`src/rtl/alu_mc.sv`:
```
// Multi-cycle RV32I/RV32M execute unit: single-cycle ALU ops, MUL_LAT-cycle multiply,
// iterative radix-2 divide/remainder, with valid/ready on both sides and one op in flight.
module alu_mc #(
   parameter int unsigned WIDTH   = 32,
   parameter int unsigned MUL_LAT = 2
) (
   input  logic             clk,
   input  logic             rst_n,
   input  logic             in_valid_i,
   output logic             in_ready_o,
   input  logic [WIDTH-1:0] a_i,
   input  logic [WIDTH-1:0] b_i,
   input  logic [4:0]       ctrl_i,
   output logic             out_valid_o,
   input  logic             out_ready_i,
   output logic [WIDTH-1:0] y_o,
   output logic             cout_o,
   output logic             illegal_o
);

   localparam int unsigned SW = $clog2(WIDTH);
   localparam int unsigned CW = $clog2(WIDTH + MUL_LAT + 1);

   typedef enum logic [2:0] {StIdle, StAlu, StMul, StDiv, StDone} state_e;

   state_e           state_q;
   logic [WIDTH-1:0] op_a_q, op_b_q;
   logic [4:0]       ctrl_q;
   logic [CW-1:0]    cnt_q;
   logic [WIDTH-1:0] quo_q, rem_q, dvs_q;
   logic [WIDTH-1:0] y_q;
   logic             cout_q, illegal_q, out_valid_q, in_ready_q;

   // ALU datapath
   logic [WIDTH:0]    add_sum;
   logic [SW-1:0]     shamt;
   logic [WIDTH-1:0]  alu_y;
   logic              alu_c, alu_ill;

   assign shamt   = op_b_q[SW-1:0];
   assign add_sum = {1'b0, op_a_q} + {1'b0, (ctrl_q[4] ? ~op_b_q : op_b_q)}
                    + (WIDTH+1)'(ctrl_q[4]);

   always_comb begin
      alu_y   = '0;
      alu_c   = 1'b0;
      alu_ill = 1'b0;
      case (ctrl_q)
         5'b00000, 5'b10000: {alu_c, alu_y} = add_sum;
         5'b00001: alu_y = op_a_q << shamt;
         5'b00010: alu_y = {{(WIDTH-1){1'b0}}, $signed(op_a_q) < $signed(op_b_q)};
         5'b00011: alu_y = {{(WIDTH-1){1'b0}}, op_a_q < op_b_q};
         5'b00100: alu_y = op_a_q ^ op_b_q;
         5'b00101: alu_y = op_a_q >> shamt;
         5'b00110: alu_y = op_a_q | op_b_q;
         5'b00111: alu_y = op_a_q & op_b_q;
         5'b10101: alu_y = WIDTH'($signed(op_a_q) >>> shamt);
         default:  alu_ill = 1'b1;
      endcase
   end

   // Multiply: operands sign/zero-extended to 2*WIDTH so one unsigned product serves all four
   logic [2*WIDTH-1:0] mul_a_ext, mul_b_ext, mul_prod;
   logic [WIDTH-1:0]   mul_y;
   logic               mul_a_sgn, mul_b_sgn;

   assign mul_a_sgn = (ctrl_q[1:0] != 2'b11) & op_a_q[WIDTH-1];
   assign mul_b_sgn = ~ctrl_q[1] & op_b_q[WIDTH-1];
   assign mul_a_ext = {{WIDTH{mul_a_sgn}}, op_a_q};
   assign mul_b_ext = {{WIDTH{mul_b_sgn}}, op_b_q};
   assign mul_prod  = mul_a_ext * mul_b_ext;
   assign mul_y     = (ctrl_q[1:0] == 2'b00) ? mul_prod[WIDTH-1:0] : mul_prod[2*WIDTH-1:WIDTH];

   // Divide: restoring radix-2 on magnitudes, sign fixed up in the final cycle
   logic             in_sgn;
   logic [WIDTH-1:0] a_mag, b_mag;
   logic [WIDTH:0]   rem_t, diff;
   logic             div_sgn, is_rem, q_neg, r_neg;
   logic [WIDTH-1:0] div_y;

   assign in_sgn  = ~ctrl_i[0];
   assign a_mag   = (in_sgn && a_i[WIDTH-1]) ? -a_i : a_i;
   assign b_mag   = (in_sgn && b_i[WIDTH-1]) ? -b_i : b_i;
   assign rem_t   = {rem_q, quo_q[WIDTH-1]};
   assign diff    = rem_t - {1'b0, dvs_q};
   assign div_sgn = ~ctrl_q[0];
   assign is_rem  = ctrl_q[1];
   assign q_neg   = div_sgn & (op_a_q[WIDTH-1] ^ op_b_q[WIDTH-1]);
   assign r_neg   = div_sgn & op_a_q[WIDTH-1];

   always_comb begin
      div_y = '0;
      if (op_b_q == '0) begin
         div_y = is_rem ? op_a_q : '1;
      end else if (is_rem) begin
         div_y = r_neg ? -rem_q : rem_q;
      end else begin
         div_y = q_neg ? -quo_q : quo_q;
      end
   end

   always_ff @(posedge clk or negedge rst_n) begin
      if (!rst_n) begin
         state_q     <= StIdle;
         op_a_q      <= '0;
         op_b_q      <= '0;
         ctrl_q      <= '0;
         cnt_q       <= '0;
         quo_q       <= '0;
         rem_q       <= '0;
         dvs_q       <= '0;
         y_q         <= '0;
         cout_q      <= 1'b0;
         illegal_q   <= 1'b0;
         out_valid_q <= 1'b0;
         in_ready_q  <= 1'b1;
      end else begin
         case (state_q)
            StIdle: begin
               if (in_valid_i) begin
                  op_a_q     <= a_i;
                  op_b_q     <= b_i;
                  ctrl_q     <= ctrl_i;
                  cnt_q      <= '0;
                  quo_q      <= a_mag;
                  rem_q      <= '0;
                  dvs_q      <= b_mag;
                  in_ready_q <= 1'b0;
                  if (ctrl_i[4:3] == 2'b01) begin
                     state_q <= ctrl_i[2] ? StDiv : StMul;
                  end else begin
                     state_q <= StAlu;
                  end
               end
            end
            StAlu: begin
               y_q         <= alu_ill ? '0 : alu_y;
               cout_q      <= alu_c;
               illegal_q   <= alu_ill;
               out_valid_q <= 1'b1;
               state_q     <= StDone;
            end
            StMul: begin
               if (cnt_q == CW'(MUL_LAT - 1)) begin
                  y_q         <= mul_y;
                  cout_q      <= 1'b0;
                  illegal_q   <= 1'b0;
                  out_valid_q <= 1'b1;
                  state_q     <= StDone;
               end else begin
                  cnt_q <= cnt_q + 1'b1;
               end
            end
            StDiv: begin
               if (cnt_q == CW'(WIDTH)) begin
                  y_q         <= div_y;
                  cout_q      <= 1'b0;
                  illegal_q   <= 1'b0;
                  out_valid_q <= 1'b1;
                  state_q     <= StDone;
               end else begin
                  cnt_q <= cnt_q + 1'b1;
                  if (!diff[WIDTH]) begin
                     rem_q <= diff[WIDTH-1:0];
                     quo_q <= {quo_q[WIDTH-2:0], 1'b1};
                  end else begin
                     rem_q <= rem_t[WIDTH-1:0];
                     quo_q <= {quo_q[WIDTH-2:0], 1'b0};
                  end
               end
            end
            StDone: begin
               if (out_ready_i) begin
                  out_valid_q <= 1'b0;
                  in_ready_q  <= 1'b1;
                  state_q     <= StIdle;
               end
            end
            default: begin
               out_valid_q <= 1'b0;
               in_ready_q  <= 1'b1;
               state_q     <= StIdle;
            end
         endcase
      end
   end

   assign in_ready_o  = in_ready_q;
   assign out_valid_o = out_valid_q;
   assign y_o         = y_q;
   assign cout_o      = cout_q;
   assign illegal_o   = illegal_q;

endmodule

```
`config.mk`:
```
export PLATFORM = sky130hd
export DESIGN_NAME = alu_mc
export DESIGN_NICKNAME = d
export VERILOG_FILES = /design/src/rtl/alu_mc.sv
export SDC_FILE = /design/constraint.sdc
export NUM_CORES = 2
export LEC_CHECK = 0
export CORE_MARGIN = 4
export CORE_UTILIZATION = 30
export DETAILED_ROUTE_END_ITERATION = 8
export GPL_TIMING_DRIVEN = 0
export SLEW_MARGIN = 5
export SYNTH_ARGS = -nofsm -noshare
export SYNTH_HDL_FRONTEND = slang
export SYNTH_SLANG_ARGS = --single-unit
```
`constraint.sdc`:
```
create_clock -name clk -period 9.88 [get_ports clk]
set_input_delay 1.976 -clock clk [delete_from_list [all_inputs] [get_ports clk]]
set_output_delay 1.976 -clock clk [all_outputs]
set_load 0.05 [all_outputs]
```
# [Word-level counts from Yosys, hierarchy flattened]
# Index checks and enable logic that the tools add are counted.
[totals] output_inout_bits=36 reg_bits=210 elab_cells=129
[op_classes] addsub=8 n_eq_ne=23 bitwise=14 magnitude_cmp=2 reduce_logical=19 n_mux=46 mul=1 shifts=3
[ops] cell="$mux W32" count=17
[ops] cell="$pmux W32 S9" count=1
[ops] cell="$neg A32 Y32" count=4
[ops] cell="$pmux W32 S2" count=2
[ops] cell="$pmux W32 S3" count=1
[ops] cell="$lt A32 B32 Y1" count=2
[ops] cell="$mul A33 B33 Y64" count=1
[ops] cell="$add A32 B32 Y33" count=1
[ops] cell="$add A33 B1 Y33" count=1
[ops] cell="$sub A33 B32 Y33" count=1
[ops] cell="$and A32 B32 Y32" count=1
[ops] cell="$logic_not A32 Y1" count=1
[ops] cell="$not A32 Y32" count=1
[ops] cell="$or A32 B32 Y32" count=1
[ops] cell="$shl A32 B5 Y32" count=1
[ops] cell="$shr A32 B5 Y32" count=1
[ops] cell="$sshr A32 B5 Y32" count=1
[ops] cell="$xor A32 B32 Y32" count=1
[ops] cell="$eq A5 B3 Y1 const B" count=4
[ops] cell="$mux W6" count=3
[ops] cell="$pmux W6 S3" count=1
[ops] cell="$pmux W3 S5" count=1
[ops] cell="$ne A2 B2 Y1 const B" count=7
[ops] cell="$mux W3" count=4
[ops] cell="29 further kinds" count=57

# [Depth between registers and ports, before layout]
[depth] depth_word=7 ltp_mapped=35 depth_no_buf=30

# [Worst setup path before layout]
# OpenSTA, ideal clock, no wires.
[synth_timing] path_type="register -> register" start="register op_b_q[1]" end="register y_q[10] (netlist: y_o[10])" synth_period_minus_slack_ps=9193 stages_incl_launch_ff=33 path_slack_ps=687 required_ps=9744 path_buffers=8 t_arrival_ps=9057 setup_ps=136 cell_sequence="dfrtp_1 buf_2 buf_2 buf_2 buf_2 clkbuf_1 buf_1 buf_1 nand2_1 fa_1 fa_1 inv_1 fa_1 inv_1 fa_1 fa_1 fa_1 fa_1 inv_1 fa_1 ha_1 clkbuf_1 a21o_1 a21o_1 a2111oi_2 o31ai_1 or4_1 o22ai_1 nor3_1 nor2_1 xnor2_1 a2111oi_0 o21ai_0"
[synth_via] elab_chain_len=7
[synth_lines] item="start, declared" line="27" rtl="logic [WIDTH-1:0] op_a_q, op_b_q;"
[synth_lines] item="start signal, assigned" line="122" rtl="op_b_q <= b_i;"
[synth_lines] item="$not A32 Y32" line="41" rtl="assign add_sum = {1'b0, op_a_q} + {1'b0, (ctrl_q[4] ? ~op_b_q : op_b_q)}"
[synth_lines] item="$mux W32" line="41"
[synth_lines] item="$add A32 B32 Y33" line="41"
[synth_lines] item="$add A33 B1 Y33" line="42" rtl="+ (WIDTH+1)'(ctrl_q[4]);"
[synth_lines] item="$pmux W32 S9" line="48" rtl="case (ctrl_q)"
[synth_lines] item="$mux W32" line="137" rtl="y_q <= alu_ill ? '0 : alu_y;"
[synth_lines] item="$pmux W32 S3 *" line="118" rtl="case (state_q)"
[synth_lines] item="end signal, assigned" line="137"
[synth_lines] item="end signal, assigned" line="145" rtl="y_q <= mul_y;"
[synth_lines] item="end signal, assigned" line="156" rtl="y_q <= div_y;"
[synth_lines] item="end, declared" line="31" rtl="logic [WIDTH-1:0] y_q;"
# Every way passes the cells marked *; elsewhere a longest branch is shown, timed or not. The select of a mux whose other input is x is not followed.
# A chain may end at the register's enable or synchronous reset.

# [Final worst setup path]
[layout_timing] start="register op_a_q[11]" end="register y_q[31] (netlist: y_o[31])"
[layout_via] elab_chain_len=5
[layout_lines] item="start, declared" line="27"
[layout_lines] item="start signal, assigned" line="121" rtl="op_a_q <= a_i;"
[layout_lines] item="$add A32 B32 Y33" line="41"
[layout_lines] item="$add A33 B1 Y33" line="42"
[layout_lines] item="$pmux W32 S9" line="48"
[layout_lines] item="$mux W32" line="137"
[layout_lines] item="$pmux W32 S3 *" line="118"
# Marks and branches as above.

==> flow_metrics.py <==
metrics = {
    "run_status": {
        "status": "finished with violations",
        "failed_checks": "max-capacitance violations, max-slew violations, negative setup slack",
    },
    "sta": {
        "rsz0062_at_grt": "yes",
        "hold_viol_final": 0,
        "final.setup.tns_ns": -0.3978,
        "max_slew_margin_pct": -1.274,
        "drv_slew": 11,
        "setup_viol": 6,
        "worst_pin_slew_ns": 1.519,
        "finalCritPeriodShare_pct": 102.3,
        "period_needed_ns": 10.11,
        "fmax_ghz": 0.09894,
        "fin_ws_ns": -0.2268,
        "clock_skew_ns": 0.03793,
    },
    "place": {
        "place_inst": 9619,
        "placed_cell_area_um2": 62980,
        "gp_congestion": 1.073,
        "place_hpwl_mm": 274.9,
        "place.port_buffers": 108,
    },
    "worst_hold_path": {
        "hold_path.class": "flop to flop",
        "hold_depth": 2,
        "hold_start": "in_ready_o",
        "worstHoldEndpoint": "in_ready_o",
    },
    "critical_path": {
        "cp_common_cell": "fa_1",
        "arrival_ns": 10.62,
        "crit_path_end_kind": "flop",
        "slowest_stage": "dfrtp_2",
        "start_kind": "flop",
        "crit_required_ns": 10.39,
        "ff2ff_path_depth": 29,
        "reg2reg_to": "y_o[31]",
        "cp_max_fo": 10,
        "rrSetupSlack_ns": -0.23,
        "slowest_delay_ns": 0.58,
        "path_class": "flop to flop",
        "r2r-start": "op_a_q[11]",
    },
    "clock_tree": {
        "clockBufferDepth": 3,
        "clock-sinks": 209,
        "clock_latency_ns": 0.64,
        "cts_buffers": 28,
        "hold_buffers": 0,
        "h-tree-depth": 1,
        "clkTransAtPathRegs_ns": 0.07,
        "clockRootBuffer": "clkbuf_16",
        "cts_tree": "built",
    },
    "global_route": {
        "grt_pass1_vias": 55940,
        "grtUsageTotal_pct": 32.50,
        "antenna_found_initial": 32,
        "grt_max_degree": 77,
        "grt_pass1_wl_mm": 459.5,
        "grt_overflow": 0,
    },
    "logic_synthesis": {
        "syn_nets": 8559,
        "synth_compound_area_share_pct": 11.48,
        "synthArstFlopShare_pct": 100.0,
        "synth.top_cell.area_share_pct": 38.50,
        "yosysSeqAreaShare_pct": 8.928,
        "ys_ff_latch": 209,
        "synthesis.area_um2": 58600,
        "synthAdderAreaFrac_pct": 46.60,
        "netlist-cell-type-count": 83,
        "synthMuxAreaShare_pct": 3.308,
        "synth_ff_type": "dfrtp_1",
        "synth_xor_area_share_pct": 4.036,
        "yosysMostFrequentCell": "inv_1",
        "synth_top_family_by_area": "adder cells",
        "yosysTopAreaCell": "fa_1",
        "yosys.area_share.simple_pct": 14.65,
        "synthTopCellsByArea": "fa_1, dfrtp_1, ha_1",
        "syn_inst": 6980,
        "yosys-top-cells-count": "inv_1, fa_1, nand2_1",
        "synth-edff-count": 0,
        "syn-mean-instance-area_um2": 8.395,
        "yosys_warnings": 0,
    },
    "die": {
        "fp.dieW_um": 450.0,
        "die-area_um2": 202500,
        "pin_count": 109,
        "start_util_pct": 30.30,
        "die_y_um": 450.0,
        "core-area_um2": 193400,
        "rows": 161,
    },
    "layout": {
        "area_growth_syn_to_layout_pct": 11.91,
        "final_core_util_pct": 33.91,
        "layout.nets": 8721,
        "stdcell_count": 9715,
        "stdcell_area_um2": 65570,
        "layout-drive-gt1-share_pct": 7.147,
        "num-fill-cells": 20430,
    },
    "drt": {
        "ant_nets": 0,
        "vias": 54990,
        "routed_wl_mm": 332.9,
        "viasPerCell": 5.661,
        "dr.pass1.iters": 8,
        "wire_per_inst_um": 34.27,
        "first_iter_violations": 6382,
        "drcViolationCount": 0,
    },
    "run": {
        "maxCapViolCount": 1,
    },
}
==> cells by family after synthesis <==
group,Yosys count
mux,126
simple gates,2072
fa+ha+maj,1506
xor+xnor,270
buf+inv,1707
compound gates,1090
flops,209
==> metrics by stage <==
step	hold WS (ns)	worst slack, ns
after global placement	0.4625	-5.209
after global routing	0.5109	-0.06334
after detailed placement	0.4688	-4.112
after floorplan	0.4498	0.6873
after CTS	0.4777	-0.01958
final	0.4793	-0.2268
==> layout by cell type, fill, tap and decap left out, drive strengths merged, types with 24 or more instances in the layout <==
cell           instances
nand2               1060
a221oi                48
diode                 25
nand3                 99
mux4                  53
nand2b                36
o21bai                25
a211oi                34
clkdlybuf4s50        107
buf                  145
nor2                 649
xnor2                144
nor4                  31
mux2i                 65
nor3                  56
ha                   379
o21ai                370
fa                  1127
a31oi                 47
clkbuf               324
inv                 1252
dfrtp                208
a21oi                287
o211ai                27
a21o                  67
nand4                 24
xor2                 126
==> worst max-delay path, delay by kind of cell, from the launching register on <==
| kind | cells | cell delay, ns |
|---|---|---|
| flops | 1 | 0.58 |
| fa+ha+maj | 9 | 4.45 |
| buf+inv | 8 | 1.66 |
| compound gates | 9 | 2.60 |
| xor+xnor | 1 | 0.15 |
| simple gates | 1 | 0.16 |
| mux | 1 | 0.33 |
==> area by class of cell <==
class | count | area (um2) | share of cell area (%)
antenna | 25 | 62.56 | 0.09540
buffer | 388 | 2130 | 3.248
clock buffer | 35 | 777.0 | 1.185
clock inverter | 17 | 270.3 | 0.4121
inverter | 1281 | 4911 | 7.489
multi-input combinational | 5064 | 47350 | 72.21
sequential | 209 | 5264 | 8.027
tap | 2526 | 3161 | 4.820
timing repair buffer | 170 | 1649 | 2.515
==> metal layers <==
layer,vias to the layer above,share of wire (%),global-route usage [%]
met5,-,0.011,0
met4,6,8.4,21.99
met3,850,9.9,7.326
met2,3401,42,47.18
met1,28500,40,43.11
li1,22240,-,-
==> worst max-delay path by stage <==
stage          startpoint  endpoint  slack (ns)  cells after the start
2_1_floorplan   op_b_q[1]   y_o[10]        0.69                     32
3_3_place_gp    op_b_q[2]    y_o[8]       -5.21                     31
3_5_place_dp    op_b_q[4]   y_o[31]       -4.11                     33
4_1_cts        op_a_q[30]   y_o[31]       -0.02                     30
5_1_grt         ctrl_q[1]   y_o[31]       -0.06                     29
6_report       op_a_q[11]   y_o[31]       -0.23                     29
==> timing repair <==
item,in CTS,in global routing
resized for setup,333,182
pin swaps,14,7
endpoints found under the setup margin,32,24
buffers inserted,42,15
==> registers in the layout, summed over array words and instances, names as in the netlist <==
name and cells:
cnt_q 6, cout_o 1, ctrl_q 5, dvs_q 31
illegal_o 1, in_ready_o 1, op_a_q 32, op_b_q 32
out_valid_o 1, quo_q 32, rem_q 32, state_q 3
y_o 32
Power is left out: the tool's default activity adds up to more than one toggle a clock period on the data nets, which glitch-free logic cannot reach.
